**src/rtl/synth_pkg.sv**
```systemverilog
// rtl/synth_pkg.sv - shared defaults and types for the voice allocator
package synth_pkg;

    localparam int NUM_KEYS_DFLT   = 13;
    localparam int NUM_VOICES_DFLT = 4;
    localparam int NOTE_W_DFLT     = 4;
    localparam int RANK_W_DFLT     = $clog2(NUM_VOICES_DFLT);

    typedef logic [NOTE_W_DFLT-1:0] note_t;
    typedef logic [RANK_W_DFLT-1:0] rank_t;

    typedef struct packed {
        logic  active;
        note_t note;
    } voice_t;

endpackage

```
**src/rtl/lru_tracker.sv**
```systemverilog
// rtl/lru_tracker.sv - recency ranks per voice, 0 = newest, reports the oldest voice
module lru_tracker
    import synth_pkg::*;
#(
    parameter int NUM_VOICES = NUM_VOICES_DFLT,
    parameter int RANK_W     = $clog2(NUM_VOICES)
) (
    input  logic              clk,
    input  logic              reset,
    input  logic              assign_en,
    input  logic [RANK_W-1:0] assign_voice,
    output logic [RANK_W-1:0] oldest_idx
);

    logic [RANK_W-1:0] rank_q [NUM_VOICES];
    logic [RANK_W-1:0] rank_d [NUM_VOICES];

    // Move the assigned voice to rank 0 and age every voice that was newer than it
    always_comb begin
        for (int v = 0; v < NUM_VOICES; v++) begin
            rank_d[v] = rank_q[v];
        end
        if (assign_en) begin
            for (int v = 0; v < NUM_VOICES; v++) begin
                if (rank_q[v] < rank_q[assign_voice]) begin
                    rank_d[v] = rank_q[v] + RANK_W'(1);
                end
            end
            rank_d[assign_voice] = '0;
        end
    end

    // The voice holding the highest rank is the steal candidate
    always_comb begin
        oldest_idx = '0;
        for (int v = 0; v < NUM_VOICES; v++) begin
            if (rank_q[v] == RANK_W'(NUM_VOICES - 1)) begin
                oldest_idx = RANK_W'(v);
            end
        end
    end

    // Rank registers; reset restores identity order so voice 0 is newest
    always_ff @(posedge clk) begin
        for (int v = 0; v < NUM_VOICES; v++) begin
            if (reset) begin
                rank_q[v] <= RANK_W'(v);
            end else begin
                rank_q[v] <= rank_d[v];
            end
        end
    end

endmodule

```
**src/rtl/voice_allocator.sv**
```systemverilog
// rtl/voice_allocator.sv - maps key events onto shared voices, free first then LRU steal
module voice_allocator
    import synth_pkg::*;
#(
    parameter int NUM_KEYS   = NUM_KEYS_DFLT,
    parameter int NUM_VOICES = NUM_VOICES_DFLT,
    parameter int NOTE_W     = NOTE_W_DFLT
) (
    input  logic                         clk,
    input  logic                         reset,
    input  logic [NUM_KEYS-1:0]          keys,
    output logic [NUM_VOICES-1:0]        voice_active,
    output logic [NUM_VOICES*NOTE_W-1:0] voice_note,
    output logic [NUM_VOICES-1:0]        voice_start,
    output logic                         busy
);

    localparam int VIDX_W = $clog2(NUM_VOICES);
    localparam int KIDX_W = $clog2(NUM_KEYS);

    logic [NUM_KEYS-1:0]   keys_q, keys_d;
    logic [NUM_KEYS-1:0]   pend_on_q, pend_on_d;
    logic [NUM_KEYS-1:0]   pend_off_q, pend_off_d;
    logic [NUM_VOICES-1:0] active_q, active_d;
    logic [NUM_VOICES-1:0] start_q, start_d;
    logic [NOTE_W-1:0]     note_q [NUM_VOICES];
    logic [NOTE_W-1:0]     note_d [NUM_VOICES];

    logic [NUM_KEYS-1:0]   rise, fall, holds;
    logic [NUM_KEYS-1:0]   svc_on_mask, svc_off_mask;
    logic                  off_valid, on_valid, svc_off, svc_on;
    logic [KIDX_W-1:0]     off_key, on_key;
    logic                  free_found;
    logic [VIDX_W-1:0]     free_idx, oldest_idx, target;

    // Key edges and which notes are currently sounding on some voice
    always_comb begin
        keys_d = keys;
        rise   = keys & ~keys_q;
        fall   = ~keys & keys_q;
        holds  = '0;
        for (int k = 0; k < NUM_KEYS; k++) begin
            for (int v = 0; v < NUM_VOICES; v++) begin
                if (active_q[v] && note_q[v] == NOTE_W'(k)) begin
                    holds[k] = 1'b1;
                end
            end
        end
    end

    // Pick one event per cycle: lowest pending off first, else lowest pending on
    always_comb begin
        off_valid = |pend_off_q;
        on_valid  = |pend_on_q;
        off_key   = '0;
        on_key    = '0;
        for (int k = NUM_KEYS - 1; k >= 0; k--) begin
            if (pend_off_q[k]) off_key = KIDX_W'(k);
            if (pend_on_q[k])  on_key  = KIDX_W'(k);
        end
        svc_off = off_valid;
        svc_on  = !off_valid && on_valid;
        for (int k = 0; k < NUM_KEYS; k++) begin
            svc_off_mask[k] = svc_off && (off_key == KIDX_W'(k));
            svc_on_mask[k]  = svc_on && (on_key == KIDX_W'(k));
        end
    end

    // Target voice for a key-on: lowest free voice, otherwise the oldest one
    always_comb begin
        free_found = 1'b0;
        free_idx   = '0;
        for (int v = NUM_VOICES - 1; v >= 0; v--) begin
            if (!active_q[v]) begin
                free_found = 1'b1;
                free_idx   = VIDX_W'(v);
            end
        end
        target = free_found ? free_idx : oldest_idx;
    end

    // Voice register file update for the serviced event
    always_comb begin
        active_d = active_q;
        start_d  = '0;
        for (int v = 0; v < NUM_VOICES; v++) begin
            note_d[v] = note_q[v];
        end
        if (svc_off) begin
            for (int v = 0; v < NUM_VOICES; v++) begin
                if (active_q[v] && note_q[v] == NOTE_W'(off_key)) begin
                    active_d[v] = 1'b0;
                end
            end
        end
        if (svc_on) begin
            active_d[target] = 1'b1;
            note_d[target]   = NOTE_W'(on_key);
            start_d[target]  = 1'b1;
        end
    end

    // Pending masks; a release of an unserviced press cancels it, keeping the
    // off only when an older instance of that note is still sounding
    always_comb begin
        for (int k = 0; k < NUM_KEYS; k++) begin
            pend_on_d[k]  = (pend_on_q[k] && !svc_on_mask[k] && !fall[k]) || rise[k];
            pend_off_d[k] = (pend_off_q[k] && !svc_off_mask[k]) ||
                            (fall[k] && (!(pend_on_q[k] && !svc_on_mask[k]) || holds[k]));
        end
    end

    lru_tracker #(
        .NUM_VOICES (NUM_VOICES),
        .RANK_W     (VIDX_W)
    ) u_lru (
        .clk          (clk),
        .reset        (reset),
        .assign_en    (svc_on),
        .assign_voice (target),
        .oldest_idx   (oldest_idx)
    );

    // State registers; reset drops all pending events and frees every voice
    always_ff @(posedge clk) begin
        if (reset) begin
            keys_q     <= '0;
            pend_on_q  <= '0;
            pend_off_q <= '0;
            active_q   <= '0;
            start_q    <= '0;
            for (int v = 0; v < NUM_VOICES; v++) begin
                note_q[v] <= '0;
            end
        end else begin
            keys_q     <= keys_d;
            pend_on_q  <= pend_on_d;
            pend_off_q <= pend_off_d;
            active_q   <= active_d;
            start_q    <= start_d;
            for (int v = 0; v < NUM_VOICES; v++) begin
                note_q[v] <= note_d[v];
            end
        end
    end

    // Output packing straight from registers
    always_comb begin
        voice_active = active_q;
        voice_start  = start_q;
        busy         = |pend_on_q || |pend_off_q;
        for (int v = 0; v < NUM_VOICES; v++) begin
            voice_note[v*NOTE_W +: NOTE_W] = note_q[v];
        end
    end

endmodule

```
**config.mk**
```make
export PLATFORM = sky130hd
export DESIGN_NAME = voice_allocator
export DESIGN_NICKNAME = d
export VERILOG_FILES = /design/src/rtl/synth_pkg.sv /design/src/rtl/lru_tracker.sv /design/src/rtl/voice_allocator.sv
export SDC_FILE = /design/constraint.sdc
export NUM_CORES = 1
export LEC_CHECK = 0
export CORE_UTILIZATION = 35
export DETAILED_ROUTE_END_ITERATION = 8
export GPL_TIMING_DRIVEN = 0
export PLACE_DENSITY = 0.64
export SETUP_SLACK_MARGIN = 0.05
export SLEW_MARGIN = 5
export SYNTH_ARGS = -nofsm -noshare
export SYNTH_HDL_FRONTEND = slang
export SYNTH_SLANG_ARGS = --single-unit
export TNS_END_PERCENT = 5
```
**constraint.sdc**
```tcl
create_clock -name clk -period 3.9 [get_ports clk]
set_input_delay 0.585 -clock clk [delete_from_list [all_inputs] [get_ports clk]]
set_output_delay 0.585 -clock clk [all_outputs]
set_load 0.05 [all_outputs]
```
==> results of run 1 <==
==> logic make-up after synthesis <==
| kind of cell | after synthesis | synth area share (%) |
|---|---|---|
| and+or+nand+nor | 194 | 26.4 |
| AOI/OAI and AO/OA | 128 | 23.3 |
| adders and majority gates | 17 | 4.62 |
| muxes | 13 | 3.57 |
| buffers and inverters | 55 | 5.24 |
| xor gates and xnor gates | 9 | 1.94 |
| DFF | 71 | 35.0 |
==> tightest hold or removal path, cell delays in order, from the launching register on <==
cell and delay (ps):
sky130_fd_sc_hd__dfxtp_1 320, sky130_fd_sc_hd__nand3_1 70, sky130_fd_sc_hd__o21ai_1 50
==> report_power, final <==
part | internal, mW | switching, mW | total [mW] | leakage [nW]
registers | 0.776 | 0.0557 | 0.831 | 0.582
logic | 0.213 | 0.374 | 0.586 | 1.06
clock network | 0.509 | 0.320 | 0.829 | 0.144
total | 1.50 | 0.749 | 2.25 | 1.79
==> state kept, by name, indices dropped and copies added, names as in the netlist <==
| signal | count |
|---|---|
| note_q | 16 |
| pend_off_q | 13 |
| u_lru.rank_q | 8 |
| voice_start | 4 |
| keys_q | 13 |
| pend_on_q | 13 |
| voice_active | 4 |
==> layout make-up <==
cell class / count / area (um2)
plain buffers: 29 / 115
clock buffers: 10 / 239
clock inverters: 6 / 60.1
fillers: 1094 / 6150
inverters: 26 / 97.6
multi-input cells: 361 / 2430
flip-flops and latches: 71 / 1420
well taps: 140 / 175
repair buffers: 39 / 390
==> through the flow <==
step / utilization [%] / cells / hold slack [ps] / setup WS (ps)
finish: 44.5 / 682 / 481 / 630
global route: 44.5 / 682 / 495 / 450
CTS: 44.5 / 682 / 473 / 677
detailed placement: 41.8 / 666 / 465 / 761
global placement: 41.8 / 666 / 465 / 799
floorplan: - / 487 / 443 / 845
==> worst min path at each step <==
| stage | end | slack (ps) | depth (start not counted) |
|---|---|---|---|
| final | pend_off_q[6] | 480 | 2 |
| after CTS | pend_off_q[6] | 470 | 2 |
| after detailed placement | pend_off_q[6] | 470 | 2 |
| after global placement | pend_off_q[6] | 470 | 2 |
| after global routing | pend_off_q[6] | 490 | 2 |
| after floorplan | pend_off_q[6] | 440 | 2 |
==> cell usage in the layout, fill, tap and decap left out, types with 5 or more instances in the layout <==
master	n
sky130_fd_sc_hd__maj3_1	10
sky130_fd_sc_hd__inv_1	26
sky130_fd_sc_hd__o31ai_1	6
sky130_fd_sc_hd__a31o_2	5
sky130_fd_sc_hd__o22ai_1	17
sky130_fd_sc_hd__nor4_1	7
sky130_fd_sc_hd__o311ai_0	5
sky130_fd_sc_hd__mux2i_1	10
sky130_fd_sc_hd__nand3_1	10
sky130_fd_sc_hd__nor2_1	61
sky130_fd_sc_hd__nand3b_1	9
sky130_fd_sc_hd__clkbuf_16	9
sky130_fd_sc_hd__o211ai_1	5
sky130_fd_sc_hd__nor3_1	21
sky130_fd_sc_hd__nand2_1	29
sky130_fd_sc_hd__ha_1	7
sky130_fd_sc_hd__a22o_1	8
sky130_fd_sc_hd__nor2b_1	6
sky130_fd_sc_hd__clkbuf_1	24
sky130_fd_sc_hd__o21ai_0	16
sky130_fd_sc_hd__a21oi_1	20
sky130_fd_sc_hd__xnor2_1	6
sky130_fd_sc_hd__clkdlybuf4s50_1	39
sky130_fd_sc_hd__nand2b_1	12
sky130_fd_sc_hd__dfxtp_1	71
sky130_fd_sc_hd__nand4_1	8
==> layer usage <==
layer  vias up  global-route usage [%]  wire (um)
met5         -                       0          0
met4         0                    8.00        194
met3        14                    3.62        858
met2       169                    35.4       5860
met1      1951                    31.7       5820
li1       1924                       -          -
==> summary.json, run 1 <==
{
  "synthesis": {
    "synth_seq_area_share_pct": 35.0,
    "synth_largest_type_area_fraction_pct": 35.0,
    "asyncSetResetFlopFracSynth_pct": 0,
    "syn-cell-area_um2": 4060,
    "warning_count_from_the_yosys_run": 0,
    "postSynthRegisterBits": 71,
    "synth.top_cells.by_count": "sky130_fd_sc_hd__dfxtp_1, sky130_fd_sc_hd__nor2_1, sky130_fd_sc_hd__nand2_1, sky130_fd_sc_hd__inv_1, sky130_fd_sc_hd__clkbuf_1",
    "synth.lib_cells_used.distinct": 72,
    "post_synth_inst_count": 487,
    "netlist_top_cells_area": "sky130_fd_sc_hd__dfxtp_1, sky130_fd_sc_hd__nor2_1, sky130_fd_sc_hd__nand2_1",
    "avgSynthCellArea_um2": 8.34,
    "synth.most_common_cell": "sky130_fd_sc_hd__dfxtp_1",
    "ys_dominant_reg_cell": "sky130_fd_sc_hd__dfxtp_1",
    "synth_edf_count": 0,
    "synth_fp_nets": 509,
    "synth_largest_area_cell": "sky130_fd_sc_hd__dfxtp_1"
  },
  "sta": {
    "fmax_mhz": 306,
    "hold_viol_final": 0,
    "report.final.setup_viol": 0,
    "period_share_pct": 83.8,
    "timing.max_slew.rel_slack_pct": 33.6,
    "drv_slew": 0,
    "grt_setup_unrepaired": "false",
    "fin_tns_setup_ps": 0,
    "worst_clock_skew_ps": 4.20,
    "period_minus_slack_ps": 3270,
    "worst_slew_pin_slew_ps": 990
  },
  "die": {
    "floorplan.initialDensity_pct": 36.7,
    "core.rowCount": 38,
    "die-area_um2": 12000,
    "core_region_area_um2": 11100,
    "die_w_um": 110,
    "top_level_ports": 40,
    "die_h_um": 110
  },
  "routing": {
    "drt_first_iter_violations": 299,
    "detail_route.drc_violations": 0,
    "drt.antenna.violating_nets": 0,
    "overall_via_count_from_detail_route": 4058,
    "wirelength_um": 12700,
    "vias_per_cell": 5.95,
    "drt_pre_antenna_iters": 5,
    "detail_route.wl_per_cell_um": 18.7
  },
  "critical_path": {
    "critical_path_cell_count": 4,
    "critical-path-max-stage-delay_ps": 740,
    "cp-start-kind": "flop",
    "regToRegStartpoint": "voice_active[3]",
    "crit_fanout": 5,
    "worst_path_max_delay_cell": "sky130_fd_sc_hd__nor4_1",
    "ff2ff_setup_slack_ps": 730,
    "critical_path_arrival_ps": 2680,
    "reg2reg_depth": 9,
    "timing.critical_path.to": "busy",
    "r2r-end": "u_lru.rank_q[3][1]",
    "cp.buffers_inverters": 1,
    "timing.critical_path.required_ps": 3310,
    "crit_start": "pend_on_q[8]",
    "crit_type": "flop to output port",
    "cpLargestDelayFamily": "simple AND/OR/NAND/NOR gates",
    "critical_path.cell_chain": "nor4_1 -> and4b_1 -> nand2_1 -> clkdlybuf4s50_1",
    "cp-end-kind": "output port"
  },
  "layout": {
    "final_area_um2": 4930,
    "post_route_cells_drive_above_1_share_pct": 8.12,
    "final_layout_net_count": 559,
    "area_growth_pct": 21.3,
    "n_antenna_cell": 0
  },
  "global_routing": {
    "grt_pass1_wl_um": 20600,
    "grt_remaining_overflow": 0,
    "first_global_vias": 3800,
    "maximum_number_of_pins_on_one_net_before_global_route_repair": 13,
    "antenna_found_initial": 0,
    "groute.usage.overall_pct": 22.7
  },
  "placed_design": {
    "port_buffers": 39,
    "gp_congestion": 0.937,
    "detailed_place.area_um2": 4630,
    "hpwl_um": 9650
  },
  "power_and_ir_drop": {
    "vdd_drop_max_mv": 0.203,
    "leakage_dissipation_nw": 1.79,
    "power_mw": 2.25,
    "power_per_cell_area_nw_per_um2": 456
  },
  "cts": {
    "clock_sink_count": 71,
    "cts-buffers-inserted": 9,
    "cts-hold-fix-buffers": 0,
    "cts-root-to-sink-buffers": 2,
    "cts-htree-levels": 3,
    "tritoncts": "done",
    "ctsRootBufferMaster": "sky130_fd_sc_hd__clkbuf_16",
    "worst_skew_pair.late_latency_ps": 330,
    "cts.reportedPaths.clkPinSlew_ps": 60,
    "cts_repair_resize_count": 0,
    "number_of_post_cts_setup_repair_buffers": 0
  },
  "hold_path": {
    "hold_path.startpoint": "keys_q[6]",
    "min_path_type": "flop to flop"
  },
  "status": {
    "status": "completed"
  },
  "flow_run": {
    "drv_cap": 0
  }
}
No activity file was read; power rests on OpenSTA's default activity.
==> inputs of run 2 (changes only) <==
==> constraint.sdc (replaced) <==
create_clock -name clk -period 3.15 [get_ports clk]
set_input_delay 0.4725 -clock clk [delete_from_list [all_inputs] [get_ports clk]]
set_output_delay 0.4725 -clock clk [all_outputs]
set_load 0.05 [all_outputs]
==> run 2 against run 1 <==
Final cell count rose by 0.29%. Critical path type is now flop to flop. Non-clock buffer count rose by 2. Sequential share of layout area fell by 0.24 points. Worst hold slack barely moved. Combinational power rose by 26%.
==> summary.json, run 2 (same netlist as run 1, synthesis figures left out) <==
{
  "critical_path": {
    "critical_path.cell_chain": "ha_1 -> nor2b_1 -> o31a_1 -> o21ai_4 -> mux4_2 -> inv_1 -> ha_1 -> o21ai_0 -> or4b_1 -> nand4_1",
    "cp-start-kind": "flop",
    "crit_type": "flop to flop",
    "worst_path_max_delay_cell": "sky130_fd_sc_hd__mux4_2",
    "path_common_cell": "sky130_fd_sc_hd__ha_1",
    "cp-end-kind": "flop",
    "critical-path-max-stage-delay_ps": 520,
    "cp.buffers_inverters": 1,
    "crit_fanout": 7,
    "critical_path_arrival_ps": 3170,
    "timing.critical_path.required_ps": 3420,
    "cpLargestDelayFamily": "simple AND/OR/NAND/NOR gates"
  },
  "cts": {
    "tritoncts": "done",
    "worst_skew_pair.late_latency_ps": 340,
    "cts-buffers-inserted": 9,
    "cts-root-to-sink-buffers": 2,
    "cts.reportedPaths.clkPinSlew_ps": 60,
    "ctsRootBufferMaster": "sky130_fd_sc_hd__clkbuf_16",
    "cts-htree-levels": 3,
    "clock_sink_count": 71
  },
  "power_and_ir_drop": {
    "power_per_cell_area_nw_per_um2": 564,
    "power.share.clock_pct": 36.8,
    "vdd_drop_max_mv": 0.254,
    "leakage_dissipation_nw": 1.81,
    "power_frac_seq_pct": 36.7,
    "sw_frac_of_total_pct": 33.6,
    "p_int_mw": 1.86,
    "p_switching_mw": 0.942,
    "share_comb_of_total_power_pct": 26.4
  },
  "sta": {
    "period_minus_slack_ps": 2900,
    "fmax_mhz": 345,
    "whs_ps": 481,
    "period_share_pct": 92.0,
    "fin_tns_setup_ps": 0,
    "drv_slew": 0,
    "setup_ws_ps": 251,
    "hold_viol_final": 0,
    "grt_setup_unrepaired": "true",
    "report.final.setup_viol": 0,
    "timing.max_slew.rel_slack_pct": 38.2,
    "worst_slew_pin_slew_ps": 922,
    "worst_clock_skew_ps": 3.97
  },
  "layout": {
    "instances_no_fill": 684,
    "mostFrequentLayoutCell": "sky130_fd_sc_hd__dfxtp_1",
    "flip_flop_count_of_the_largest_register_all_copies_and_words_added": 16,
    "reg_with_most_ffs": "note_q",
    "mostFrequentLayoutCells": "sky130_fd_sc_hd__dfxtp_1, sky130_fd_sc_hd__nor2_1, sky130_fd_sc_hd__clkdlybuf4s50_1",
    "n_antenna_cell": 0,
    "final_layout_net_count": 561,
    "area_growth_pct": 22.4,
    "post_route_cells_drive_above_1_share_pct": 9.01
  },
  "global_routing": {
    "antenna_found_initial": 0,
    "maximum_number_of_pins_on_one_net_before_global_route_repair": 13,
    "grt_remaining_overflow": 0,
    "groute.usage.overall_pct": 22.8,
    "first_global_vias": 3811,
    "grt_pass1_wl_um": 20600
  },
  "die": {
    "die_h_um": 110,
    "top_level_ports": 40,
    "floorplan.initialDensity_pct": 36.7,
    "die_w_um": 110,
    "die-area_um2": 12000,
    "core.rowCount": 38,
    "core_region_area_um2": 11100
  },
  "routing": {
    "detail_route.wl_per_cell_um": 18.8,
    "drt_pre_antenna_iters": 5,
    "detail_route.drc_violations": 0,
    "wirelength_um": 12800,
    "drt.antenna.violating_nets": 0,
    "vias_per_cell": 5.94,
    "drt_first_iter_violations": 329,
    "overall_via_count_from_detail_route": 4066
  },
  "placed_design": {
    "detailedPlace.worstSlack_ps": 10.6,
    "number_of_cells_after_detailed_placement": 666,
    "hpwl_um": 9650,
    "port_buffers": 39,
    "gp_congestion": 0.937
  },
  "flow_run": {
    "drv_cap": 0
  },
  "hold_path": {
    "min_path_type": "flop to flop"
  },
  "status": {
    "status": "completed"
  }
}
[run 2: cell count changes in the layout (fill, tap and decap cells not counted), sizes merged]
cell           previous run  this run
buf                       5         7
clkdlybuf4s50            39        38
dlymetal6s2s              0         1
[run 2: cell type report]
type                            count  area (um2)
Fill cell                        1089        6110
Multi-Input combinational cell    361        2450
Sequential cell                    71        1420
Timing Repair Buffer               41         408
Clock buffer                       10         239
Tap cell                          140         175
Buffer                             29         115
Inverter                           26        97.6
Clock inverter                      6        60.1
[run 2: metrics by stage]
step	utilization, %	cell area (um2)	power, mW
floorplan	-	4060	1.54
global placement	41.8	4630	1.75
detailed placement	41.8	4630	1.76
CTS	44.5	4930	2.79
global route	44.9	4970	2.92
finish	44.9	4970	2.81
[run 2: final timing paths]
check	startpoint	end	slack (ps)	depth (start not counted)
worst max-delay path	u_lru.rank_q[1][0]	u_lru.rank_q[3][1]	250	10
worst min-delay path	keys_q[6]	pend_off_q[6]	480	2
worst max register to register	u_lru.rank_q[1][0]	u_lru.rank_q[3][1]	250	10
worst min register to register	keys_q[6]	pend_off_q[6]	480	2
[run 2: power groups by stage]
stage | Combinational (mW) | Sequential [mW] | Clock (mW)
after floorplan | 0.445 | 1.10 | 0
after global placement | 0.709 | 1.04 | 0
after detailed placement | 0.715 | 1.05 | 0
after CTS | 0.722 | 1.03 | 1.04
after global routing | 0.807 | 1.04 | 1.08
final | 0.741 | 1.03 | 1.03
[run 2: routing by layer]
layer  share of wire (%)  routed length [um]  track usage, %  up-vias
met5                   0                   0               0        -
met4                 1.8                 235            8.00        0
met3                 8.0                1020            3.62       21
met2                  46                5910            35.5      190
met1                  44                5670            31.7     1929
li1                    -                   -               -     1926
[run 2: repair_timing]
item	in CTS	in global routing
resized for setup	1	5
endpoints found under the setup margin	4	6
buffers inserted	0	2
hold buffers	0	0
pin swaps	0	1
[run 2: worst min-delay path: stages, from the launching register on]
cell,delay [ps]
sky130_fd_sc_hd__dfxtp_1,320
sky130_fd_sc_hd__nand3_1,70
sky130_fd_sc_hd__o21ai_1,50
